## config.mk

```make
export PLATFORM = sky130hd
export DESIGN_NAME = host_cmd_decoder_flat
export DESIGN_NICKNAME = d
export VERILOG_FILES = /design/src/rtl/host_cmd_decoder_if.sv /design/src/rtl/host_cmd_decoder.sv /design/src/flat_wrapper.sv
export SDC_FILE = /design/constraint.sdc
export NUM_CORES = 1
export LEC_CHECK = 0
export CORE_ASPECT_RATIO = 1.2
export CORE_MARGIN = 3
export CORE_UTILIZATION = 54
export CTS_CLUSTER_SIZE = 20
export DETAILED_ROUTE_END_ITERATION = 10
export PLACE_DENSITY = 0.89
export SLEW_MARGIN = 10
export SYNTH_ARGS = -nofsm -noshare
export SYNTH_HDL_FRONTEND = slang
export SYNTH_SLANG_ARGS = --single-unit
```

## constraint.sdc

```tcl
create_clock -name i_clk -period 3.5 [get_ports i_clk]
set_input_delay 0.525 -clock i_clk [delete_from_list [all_inputs] [get_ports i_clk]]
set_output_delay 0.525 -clock i_clk [all_outputs]
set_load 0.05 [all_outputs]
```

## src/rtl/host_cmd_decoder_if.sv

```systemverilog
// Host parallel byte bus: transfer strobe, command/data byte and the returned ack.
interface host_cmd_decoder_if;
    logic       i_sync;
    logic       i_cmd;
    logic [7:0] i_data;
    logic [7:0] o_data;
    logic       o_sync;

    modport master (output i_sync, i_cmd, i_data, input  o_data, o_sync);
    modport slave  (input  i_sync, i_cmd, i_data, output o_data, o_sync);
endinterface

```

## src/rtl/host_cmd_decoder.sv

```systemverilog
// Host command front end: decodes host bytes into transmitter write controls and acks.
// Optional macro HOST_ERRCNT_EN adds a rejected-transfer counter readable by opcode 0x14.
module host_cmd_decoder #(
    parameter int unsigned SYNC_STAGES = 2,
    parameter int unsigned WRITE_MAX   = 1024
) (
    input  logic                i_clk,
    input  logic                i_rst_n,
    host_cmd_decoder_if.slave   host,
    output logic [7:0]          o_tx_data,
    output logic                o_tx_data_we,
    output logic                o_push_write_index,
    output logic                o_pop_write_index,
    output logic                o_push_frame,
    input  logic [15:0]         i_tx_data_size,
    input  logic [7:0]          i_tx_frames_count,
    input  logic [7:0]          i_tx_status
);
    typedef enum logic {S_IDLE, S_WRITE} state_t;

    localparam logic [7:0]  MASK_END  = 8'(SYNC_STAGES + 1);
    localparam logic [15:0] BURST_MAX = 16'(WRITE_MAX);

    logic [SYNC_STAGES-1:0] r_sync;
    logic                   r_sync_prev;
    logic [7:0]             r_mask_cnt;
    logic                   w_edge;

    state_t      r_state;
    logic [15:0] r_burst_cnt;
    logic        r_ack_pend;
    logic [7:0]  r_ack_byte;
    logic [7:0]  w_ack_out;

    logic [7:0]  w_ack;
    logic        w_reject;
    logic        w_we;
    logic        w_push_idx;
    logic        w_pop_idx;
    logic        w_push_frame;
    logic        w_enter_write;

    // Edge detection stays masked until the previous-value flop has caught up after reset.
    assign w_edge = (r_mask_cnt == MASK_END) && (r_sync[SYNC_STAGES-1] != r_sync_prev);

    always_ff @(posedge i_clk or negedge i_rst_n) begin
        if (!i_rst_n) begin
            r_sync      <= '0;
            r_sync_prev <= 1'b0;
            r_mask_cnt  <= '0;
        end else begin
            r_sync      <= {r_sync[SYNC_STAGES-2:0], host.i_sync};
            r_sync_prev <= r_sync[SYNC_STAGES-1];
            if (r_mask_cnt != MASK_END)
                r_mask_cnt <= r_mask_cnt + 8'd1;
        end
    end

`ifdef HOST_ERRCNT_EN
    logic [7:0] r_errcnt;
    logic       r_ack_errcnt;
    logic       w_ack_errcnt;
    logic       w_err_inc;

    assign w_err_inc = w_edge && w_reject;
    assign w_ack_out = r_ack_errcnt ? r_errcnt : r_ack_byte;

    // Readback clears the counter, but an error decoded in the same cycle survives as 1.
    always_ff @(posedge i_clk or negedge i_rst_n) begin
        if (!i_rst_n) begin
            r_errcnt     <= '0;
            r_ack_errcnt <= 1'b0;
        end else begin
            if (w_edge)
                r_ack_errcnt <= w_ack_errcnt;
            if (r_ack_pend && r_ack_errcnt)
                r_errcnt <= w_err_inc ? 8'd1 : 8'd0;
            else if (w_err_inc && r_errcnt != '1)
                r_errcnt <= r_errcnt + 8'd1;
        end
    end
`else
    assign w_ack_out = r_ack_byte;
`endif

    always_comb begin
        w_ack         = '0;
        w_reject      = 1'b0;
        w_we          = 1'b0;
        w_push_idx    = 1'b0;
        w_pop_idx     = 1'b0;
        w_push_frame  = 1'b0;
        w_enter_write = 1'b0;
`ifdef HOST_ERRCNT_EN
        w_ack_errcnt  = 1'b0;
`endif
        if (host.i_cmd) begin
            case (host.i_data)
                8'h01: begin w_enter_write = 1'b1; w_ack = 8'h01; end
                8'h02: begin w_push_idx    = 1'b1; w_ack = 8'h02; end
                8'h03: begin w_pop_idx     = 1'b1; w_ack = 8'h03; end
                8'h04: begin w_push_frame  = 1'b1; w_ack = 8'h04; end
                8'h10: w_ack = i_tx_data_size[7:0];
                8'h11: w_ack = i_tx_data_size[15:8];
                8'h12: w_ack = i_tx_frames_count;
                8'h13: w_ack = i_tx_status;
`ifdef HOST_ERRCNT_EN
                8'h14: w_ack_errcnt = 1'b1;
`endif
                default: begin w_ack = 8'hEE; w_reject = 1'b1; end
            endcase
        end else if (r_state == S_WRITE && r_burst_cnt < BURST_MAX) begin
            w_we  = 1'b1;
            w_ack = host.i_data;
        end else begin
            w_ack    = 8'hEE;
            w_reject = 1'b1;
        end
    end

    always_ff @(posedge i_clk or negedge i_rst_n) begin
        if (!i_rst_n) begin
            r_state            <= S_IDLE;
            r_burst_cnt        <= '0;
            r_ack_pend         <= 1'b0;
            r_ack_byte         <= '0;
            o_tx_data          <= '0;
            o_tx_data_we       <= 1'b0;
            o_push_write_index <= 1'b0;
            o_pop_write_index  <= 1'b0;
            o_push_frame       <= 1'b0;
            host.o_data        <= '0;
            host.o_sync        <= 1'b0;
        end else begin
            o_tx_data_we       <= w_edge && w_we;
            o_push_write_index <= w_edge && w_push_idx;
            o_pop_write_index  <= w_edge && w_pop_idx;
            o_push_frame       <= w_edge && w_push_frame;
            r_ack_pend         <= w_edge;
            if (w_edge) begin
                r_ack_byte <= w_ack;
                if (host.i_cmd) begin
                    r_state <= w_enter_write ? S_WRITE : S_IDLE;
                    if (w_enter_write)
                        r_burst_cnt <= '0;
                end else if (w_we) begin
                    o_tx_data   <= host.i_data;
                    r_burst_cnt <= r_burst_cnt + 16'd1;
                end
            end
            if (r_ack_pend) begin
                host.o_data <= w_ack_out;
                host.o_sync <= ~host.o_sync;
            end
        end
    end
endmodule

```

## src/flat_wrapper.sv

```systemverilog
// flat-port wrapper written by rule: the top's interface ports become plain ports
module host_cmd_decoder_flat 
#(
    parameter int unsigned SYNC_STAGES = 2,
    parameter int unsigned WRITE_MAX   = 1024
)
  (i_clk, i_rst_n, o_tx_data, o_tx_data_we, o_push_write_index, o_pop_write_index, o_push_frame, i_tx_data_size, i_tx_frames_count, i_tx_status, host_i_sync, host_i_cmd, host_i_data, host_o_data, host_o_sync);
  host_cmd_decoder_if host_i ();
  input  logic i_clk;
  input  logic i_rst_n;
  output logic [7:0] o_tx_data;
  output logic o_tx_data_we;
  output logic o_push_write_index;
  output logic o_pop_write_index;
  output logic o_push_frame;
  input  logic [15:0] i_tx_data_size;
  input  logic [7:0] i_tx_frames_count;
  input  logic [7:0] i_tx_status;
  input wire logic [$bits(host_i.i_sync)-1:0] host_i_sync;
  input wire logic [$bits(host_i.i_cmd)-1:0] host_i_cmd;
  input wire logic [$bits(host_i.i_data)-1:0] host_i_data;
  output wire logic [$bits(host_i.o_data)-1:0] host_o_data;
  output wire logic [$bits(host_i.o_sync)-1:0] host_o_sync;
  assign host_i.i_sync = host_i_sync;
  assign host_i.i_cmd = host_i_cmd;
  assign host_i.i_data = host_i_data;
  assign host_o_data = host_i.o_data;
  assign host_o_sync = host_i.o_sync;
  host_cmd_decoder #(.SYNC_STAGES(SYNC_STAGES), .WRITE_MAX(WRITE_MAX)) u_core (.i_clk(i_clk), .i_rst_n(i_rst_n), .host(host_i), .o_tx_data(o_tx_data), .o_tx_data_we(o_tx_data_we), .o_push_write_index(o_push_write_index), .o_pop_write_index(o_pop_write_index), .o_push_frame(o_push_frame), .i_tx_data_size(i_tx_data_size), .i_tx_frames_count(i_tx_frames_count), .i_tx_status(i_tx_status));
endmodule
```

==> results of run 1 <==
-- flip-flops by register name, indices dropped and copies added, names as in the netlist, 2 cells and up --
signal,cells
u_core.r_burst_cnt,16
u_core.host.o_data,8
u_core.o_tx_data,8
u_core.r_ack_byte,8
u_core.r_mask_cnt,8
u_core.r_sync,2
-- logic make-up (layout without fill, tap and decap cells) --
group | Yosys count | count (layout) | synth area share
multiplexers | 29 | 29 | 0.1318
AO/OA/AOI/OAI | 41 | 41 | 0.09734
AND/OR/NAND/NOR | 82 | 82 | 0.1995
adder cells (fa/ha/maj) | 2 | 2 | 0.008728
buffers and inverters | 17 | 86 | 0.02881
XOR/XNOR | 9 | 9 | 0.02750
flip-flops | 58 | 58 | 0.5063
-- power breakdown --
part,switching [mW],internal (mW)
registers,0.0252,0.707
logic,0.174,0.129
clock network,0.264,0.512
-- path summary, 6_finish.rpt --
| check | slack (ns) | endpoint | from |
|---|---|---|---|
| max | 0.94 | u_core.o_tx_data[7] | host_i_cmd |
| min | 0.36 | u_core.r_burst_cnt[13] | i_rst_n |
| max reg2reg | 1.21 | u_core.o_tx_data[7] | u_core.r_mask_cnt[5] |
| min reg2reg | 0.36 | u_core.r_sync[1] | u_core.r_sync[0] |
| max in group asynchronous | 2.38 | u_core.o_tx_data[4] | i_rst_n |
| min in group i_clk | 0.36 | u_core.r_sync[1] | u_core.r_sync[0] |
-- synthesized netlist by cell type (all sizes together) (5+ instances only) --
master	count	area share
inv	5	0.0065
clkbuf	5	0.0065
nand3	12	0.023
nor2b	7	0.015
a21oi	11	0.019
o31ai	7	0.018
nand2	19	0.025
mux4	5	0.039
o21ai	6	0.010
dfrtp	58	0.51
or4	7	0.018
and3	6	0.013
nor4	5	0.032
xor2	5	0.015
mux2	20	0.079
buf	7	0.016
nor3	5	0.0087
a22oi	6	0.016
-- worst register-to-register path, cell delays in order (launching register included) --
cell and delay (ns):
dfrtp_1 0.44, nor4_4 0.49, nand4_4 0.45, nor2_4 0.41, mux2_2 0.39
-- metal layers --
layer,GRT usage,wire length (um),vias up
met5,0,0,-
met4,0.1258,235,0
met3,0.06213,429,24
met2,0.4068,3698,101
met1,0.3144,2869,1124
li1,-,-,1030
-- final cells by class --
cell class | instances | area [um2] | share of cell area
tap | 60 | 75.07 | 0.01989
sequential | 58 | 1451 | 0.3846
clock buffer | 12 | 155.1 | 0.04111
inverter | 5 | 18.77 | 0.004973
multi-input combinational | 163 | 1333 | 0.3531
clock inverter | 4 | 97.59 | 0.02586
timing repair buffer | 65 | 643.1 | 0.1704
-- per-stage QoR --
step                      total power, mW  instance area (um2)  utilization  hold WS (ns)  std cells
after CTS                           1.822                 3774       0.7480        0.3565        367
after floorplan                    0.9105                 2867            -        0.2294        238
after global placement              1.035                 3521       0.6979        0.3357        351
after detailed placement            1.044                 3521       0.6979        0.3411        351
final                               1.811                 3774       0.7480        0.3626        367
after global routing                1.871                 3774       0.7480        0.3700        367
==> flow_summary.yaml, run 1 <==
status:
  status: "complete, no violations"
floorplan:
  die_width_um: 72.51
  ios: 65
  fp.dieH_um: 85.81
  start_util: 0.5682
  rows: 28
  core_area_um2: 5045
  die_area_um2: 6222
critical_path:
  path_delay_family: "simple AND/OR/NAND/NOR gates"
  cp.required_ns: 3.72
  worstPathMaxFanout: 23
  cp_data_arrival_time_ns: 2.79
  crit_path_start_kind: "input port"
  r2r_cells: 4
  worstPathCellList: "clkdlybuf4s50_1 -> nor4_4 -> nand2_1 -> nor2_4 -> mux2_2"
  worstSetupPathType: "input port to flip-flop"
  path_buf_inv: 1
  max_stage_delay_ns: 0.53
  crit_cells: 5
  endpoint_kind: "flip-flop"
  crit_slowest_cell: "clkdlybuf4s50_1"
clock_tree:
  htreeDepth: 3
  clk_pin_slew_ns: 0.07
  clockBufferDepth: 2
  cts_resized: 0
  insertion_delay_ns: 0.34
  tritoncts: "done"
  holdBufCountCts: 0
  cts_root_buf: "clkbuf_8"
  cts_sinks: 58
  cts_setup_buffers: 0
  numCtsBuffers: 9
timing:
  grt_setup_unrepaired: "false"
  tightestPinTransition_ns: 1.013
  final-setup-viol-count: 0
  slew_headroom: 0.3250
  hold_viol: 0
  clock_skew_ns: 0.01119
  timing.final.crit_share: 0.7328
  fin_ws_ns: 0.9353
  fmaxAchievable_mhz: 389.9
  drv_slew: 0
  fin_setup_tns_ns: 0
  layout_min_cycle_time_ns: 2.565
cells_and_area:
  final_common_cell: "clkdlybuf4s50_1"
  fillCellCount: 332
  area_delta_synth_final_pct: 31.65
  drive_above_1_share: 0.1661
  final_cell_mix: "clkdlybuf4s50_1, dfrtp_1, nand2_1, mux2_2"
  antenna_cells: 0
  layout.nets: 348
route:
  ant_nets: 0
  dr.first_iter.drc_count: 254
  routed_wl_mm: 7.233
  drc: 0
  vias_per_cell: 6.210
  wl_per_cell_um: 19.71
  firstDrtPassIters: 5
  vias: 2279
logic_synthesis:
  synth-edff-count: 0
  synth_flop_cell: "dfrtp_1"
  yosys_warnings: 0
  ys_seq_area_frac: 0.5063
  avgSynthCellArea_um2: 12.04
  synth_area_um2: 2866
  yosysUniqueCellTypes: 51
  async_flop_share: 1.000
  synth_nets: 284
  synthCells: 238
  synth_seq_cells: 58
placed_design:
  hpwl_mm: 4.942
  gp_congestion: 0.8366
  io_buffer_count: 64
  dp_slack_ns: 0.6310
global_route:
  antenna_found_initial: 0
  grt.total_usage: 0.2520
  grt_max_degree: 46
  grt_pass1_wl_mm: 11.73
  gr-total-overflow: 0
  grt_pass1_vias: 2278
job:
  maxCapViolCount: 0
min_path:
  hold_path.class: "input port to async pin"
power_and_ir_drop:
  ir_drop_mv: 0.2952
  power_leakage_nw: 1.565
  power_density_nw_per_um2: 479.8
No activity file was read; power rests on OpenSTA's default activity.
==> inputs of run 2 (changes only) <==
--- a/config.mk
+++ b/config.mk
@@ -7,10 +7,10 @@
 export LEC_CHECK = 0
 export CORE_ASPECT_RATIO = 1.2
 export CORE_MARGIN = 3
-export CORE_UTILIZATION = 54
+export CORE_UTILIZATION = 45
 export CTS_CLUSTER_SIZE = 20
 export DETAILED_ROUTE_END_ITERATION = 10
-export PLACE_DENSITY = 0.89
+export PLACE_DENSITY = 0.8
 export SLEW_MARGIN = 10
 export SYNTH_ARGS = -nofsm -noshare
 export SYNTH_HDL_FRONTEND = slang
==> constraint.sdc (replaced) <==
create_clock -name i_clk -period 2.1 [get_ports i_clk]
set_input_delay 0.315 -clock i_clk [delete_from_list [all_inputs] [get_ports i_clk]]
set_output_delay 0.315 -clock i_clk [all_outputs]
set_load 0.05 [all_outputs]
==> flow_summary.yaml, run 2 (same netlist as run 1, synthesis figures left out) <==
cells_and_area:
  antenna_cells: 0
  area_delta_synth_final_pct: 38.72
  fin_util: 0.6530
  drive_above_1_share: 0.2321
  final_cell_mix: "clkdlybuf4s50_1, dfrtp_1, buf_4"
  layout.nets: 377
  largest_reg_flops: 16
  largest_register: "u_core.r_burst_cnt"
  final_common_cell: "clkdlybuf4s50_1"
  fillCellCount: 474
critical_path:
  worstPathMaxFanout: 12
  cp.required_ns: 2.31
  r2r_slack_ns: 0.19
  reg2reg_from: "u_core.r_mask_cnt[5]"
  r2r_cells: 7
  cp_data_arrival_time_ns: 2.12
  endpoint_kind: "flip-flop"
  crit_path_start_kind: "flip-flop"
  r2r-end: "u_core.r_ack_byte[2]"
  worstSetupPathType: "flip-flop to flip-flop"
clock_tree:
  cts_root_buf: "clkbuf_8"
  tritoncts: "done"
  clk_pin_slew_ns: 0.07
  cts_sinks: 58
  cts_resized: 0
  insertion_delay_ns: 0.33
  htreeDepth: 3
  clockBufferDepth: 2
  numCtsBuffers: 9
timing:
  tightestPinTransition_ns: 0.5285
  drv_slew: 0
  clock_skew_ns: 0.005847
  grt_setup_unrepaired: "false"
  timing.final.crit_share: 0.9076
  slew_headroom: 0.6465
  fmaxAchievable_mhz: 524.7
  hold_viol: 0
  layout_min_cycle_time_ns: 1.906
  final-setup-viol-count: 0
global_route:
  grt_pass1_vias: 2251
  grt_max_degree: 59
  antenna_found_initial: 0
  grt_pass1_wl_mm: 10.79
  grt.total_usage: 0.1906
  gr-total-overflow: 0
min_path:
  hold_path.class: "flip-flop to flip-flop"
  hp-start: "u_core.r_sync[0]"
  hold_end: "u_core.r_sync[1]"
  hold_depth: 0
floorplan:
  core_area_um2: 6090
  fp.dieH_um: 93.43
  rows: 31
  die_width_um: 78.86
  ios: 65
  start_util: 0.4707
  die_area_um2: 7368
power_and_ir_drop:
  ir_drop_mv: 0.3989
  power_density_nw_per_um2: 676.1
  power_leakage_nw: 1.686
  power_mw: 2.688
placed_design:
  hpwl_mm: 4.964
  gp_congestion: 0.8329
  io_buffer_count: 64
route:
  ant_nets: 0
  dr.first_iter.drc_count: 201
  firstDrtPassIters: 4
  vias_per_cell: 5.423
  routed_wl_mm: 6.722
  drc: 0
  vias: 2267
  wl_per_cell_um: 16.08
status:
  status: "complete, no violations"
job:
  maxCapViolCount: 0
run 2: cell type report:
type	count	area (um2)	share of cell area
Clock buffer	14	172.7	0.04342
Multi-Input combinational cell	163	1333	0.3351
Sequential cell	58	1451	0.3650
Inverter	5	18.77	0.004720
Tap cell	82	102.6	0.02580
Timing Repair Buffer	94	888.4	0.2234
Clock inverter	2	10.01	0.002517
run 2: worst max path at each step:
| stage | cells after the start | startpoint | end | slack (ns) |
|---|---|---|---|---|
| final | 7 | u_core.r_mask_cnt[5] | u_core.r_ack_byte[2] | 0.19 |
| after global routing | 6 | u_core.r_mask_cnt[5] | u_core.r_ack_byte[5] | 0.08 |
| after CTS | 6 | u_core.r_mask_cnt[5] | u_core.r_ack_byte[2] | 0.11 |
| after detailed placement | 6 | host_i_cmd | u_core.r_burst_cnt[4] | -0.02 |
| after global placement | 6 | host_i_data[5] | u_core.r_burst_cnt[1] | 0.02 |
| after floorplan | 5 | u_core.r_mask_cnt[5] | u_core.r_burst_cnt[1] | 0.25 |
run 2: stage by stage:
| stage | cell area (um2) | setup WS [ns] | hold slack, ns | std cells | setup TNS [ns] |
|---|---|---|---|---|---|
| 2_1_floorplan | 2867 | 0.2470 | 0.01941 | 238 | 0 |
| 3_3_place_gp | 3761 | 0.01856 | 0.3338 | 398 | 0 |
| 3_5_place_dp | 3761 | -0.01777 | 0.3365 | 398 | -0.06524 |
| 4_1_cts | 3954 | 0.1083 | 0.3595 | 415 | 0 |
| 5_1_grt | 3976 | 0.07602 | 0.3634 | 418 | 0 |
| 6_report | 3976 | 0.1941 | 0.3561 | 418 | 0 |
run 2: critical path, cell delays in order, from the launching register on:
cell	delay, ns
dfrtp_1	0.43
nor4_4	0.37
nand4_4	0.13
buf_4	0.20
buf_4	0.17
inv_2	0.13
mux2i_1	0.26
a21oi_1	0.08
run 2: metal layers:
layer	routed length [um]	up-vias	GRT usage
li1	-	1088	-
met1	2852	1102	0.2478
met2	3478	65	0.3102
met3	238	12	0.02987
met4	153	0	0.09312
met5	0	-	0
run 2: power breakdown:
group          switching, mW  internal [mW]  total (mW)
clock network          0.412          0.522       0.933
registers             0.0392           1.18        1.22
logic                  0.287          0.250       0.537
run 2: repair_timing:
action,4_1_cts,5_1_grt
hold buffers,1,0
hold endpoints to repair,58,0
setup endpoints to repair,0,1
buffers inserted,0,3
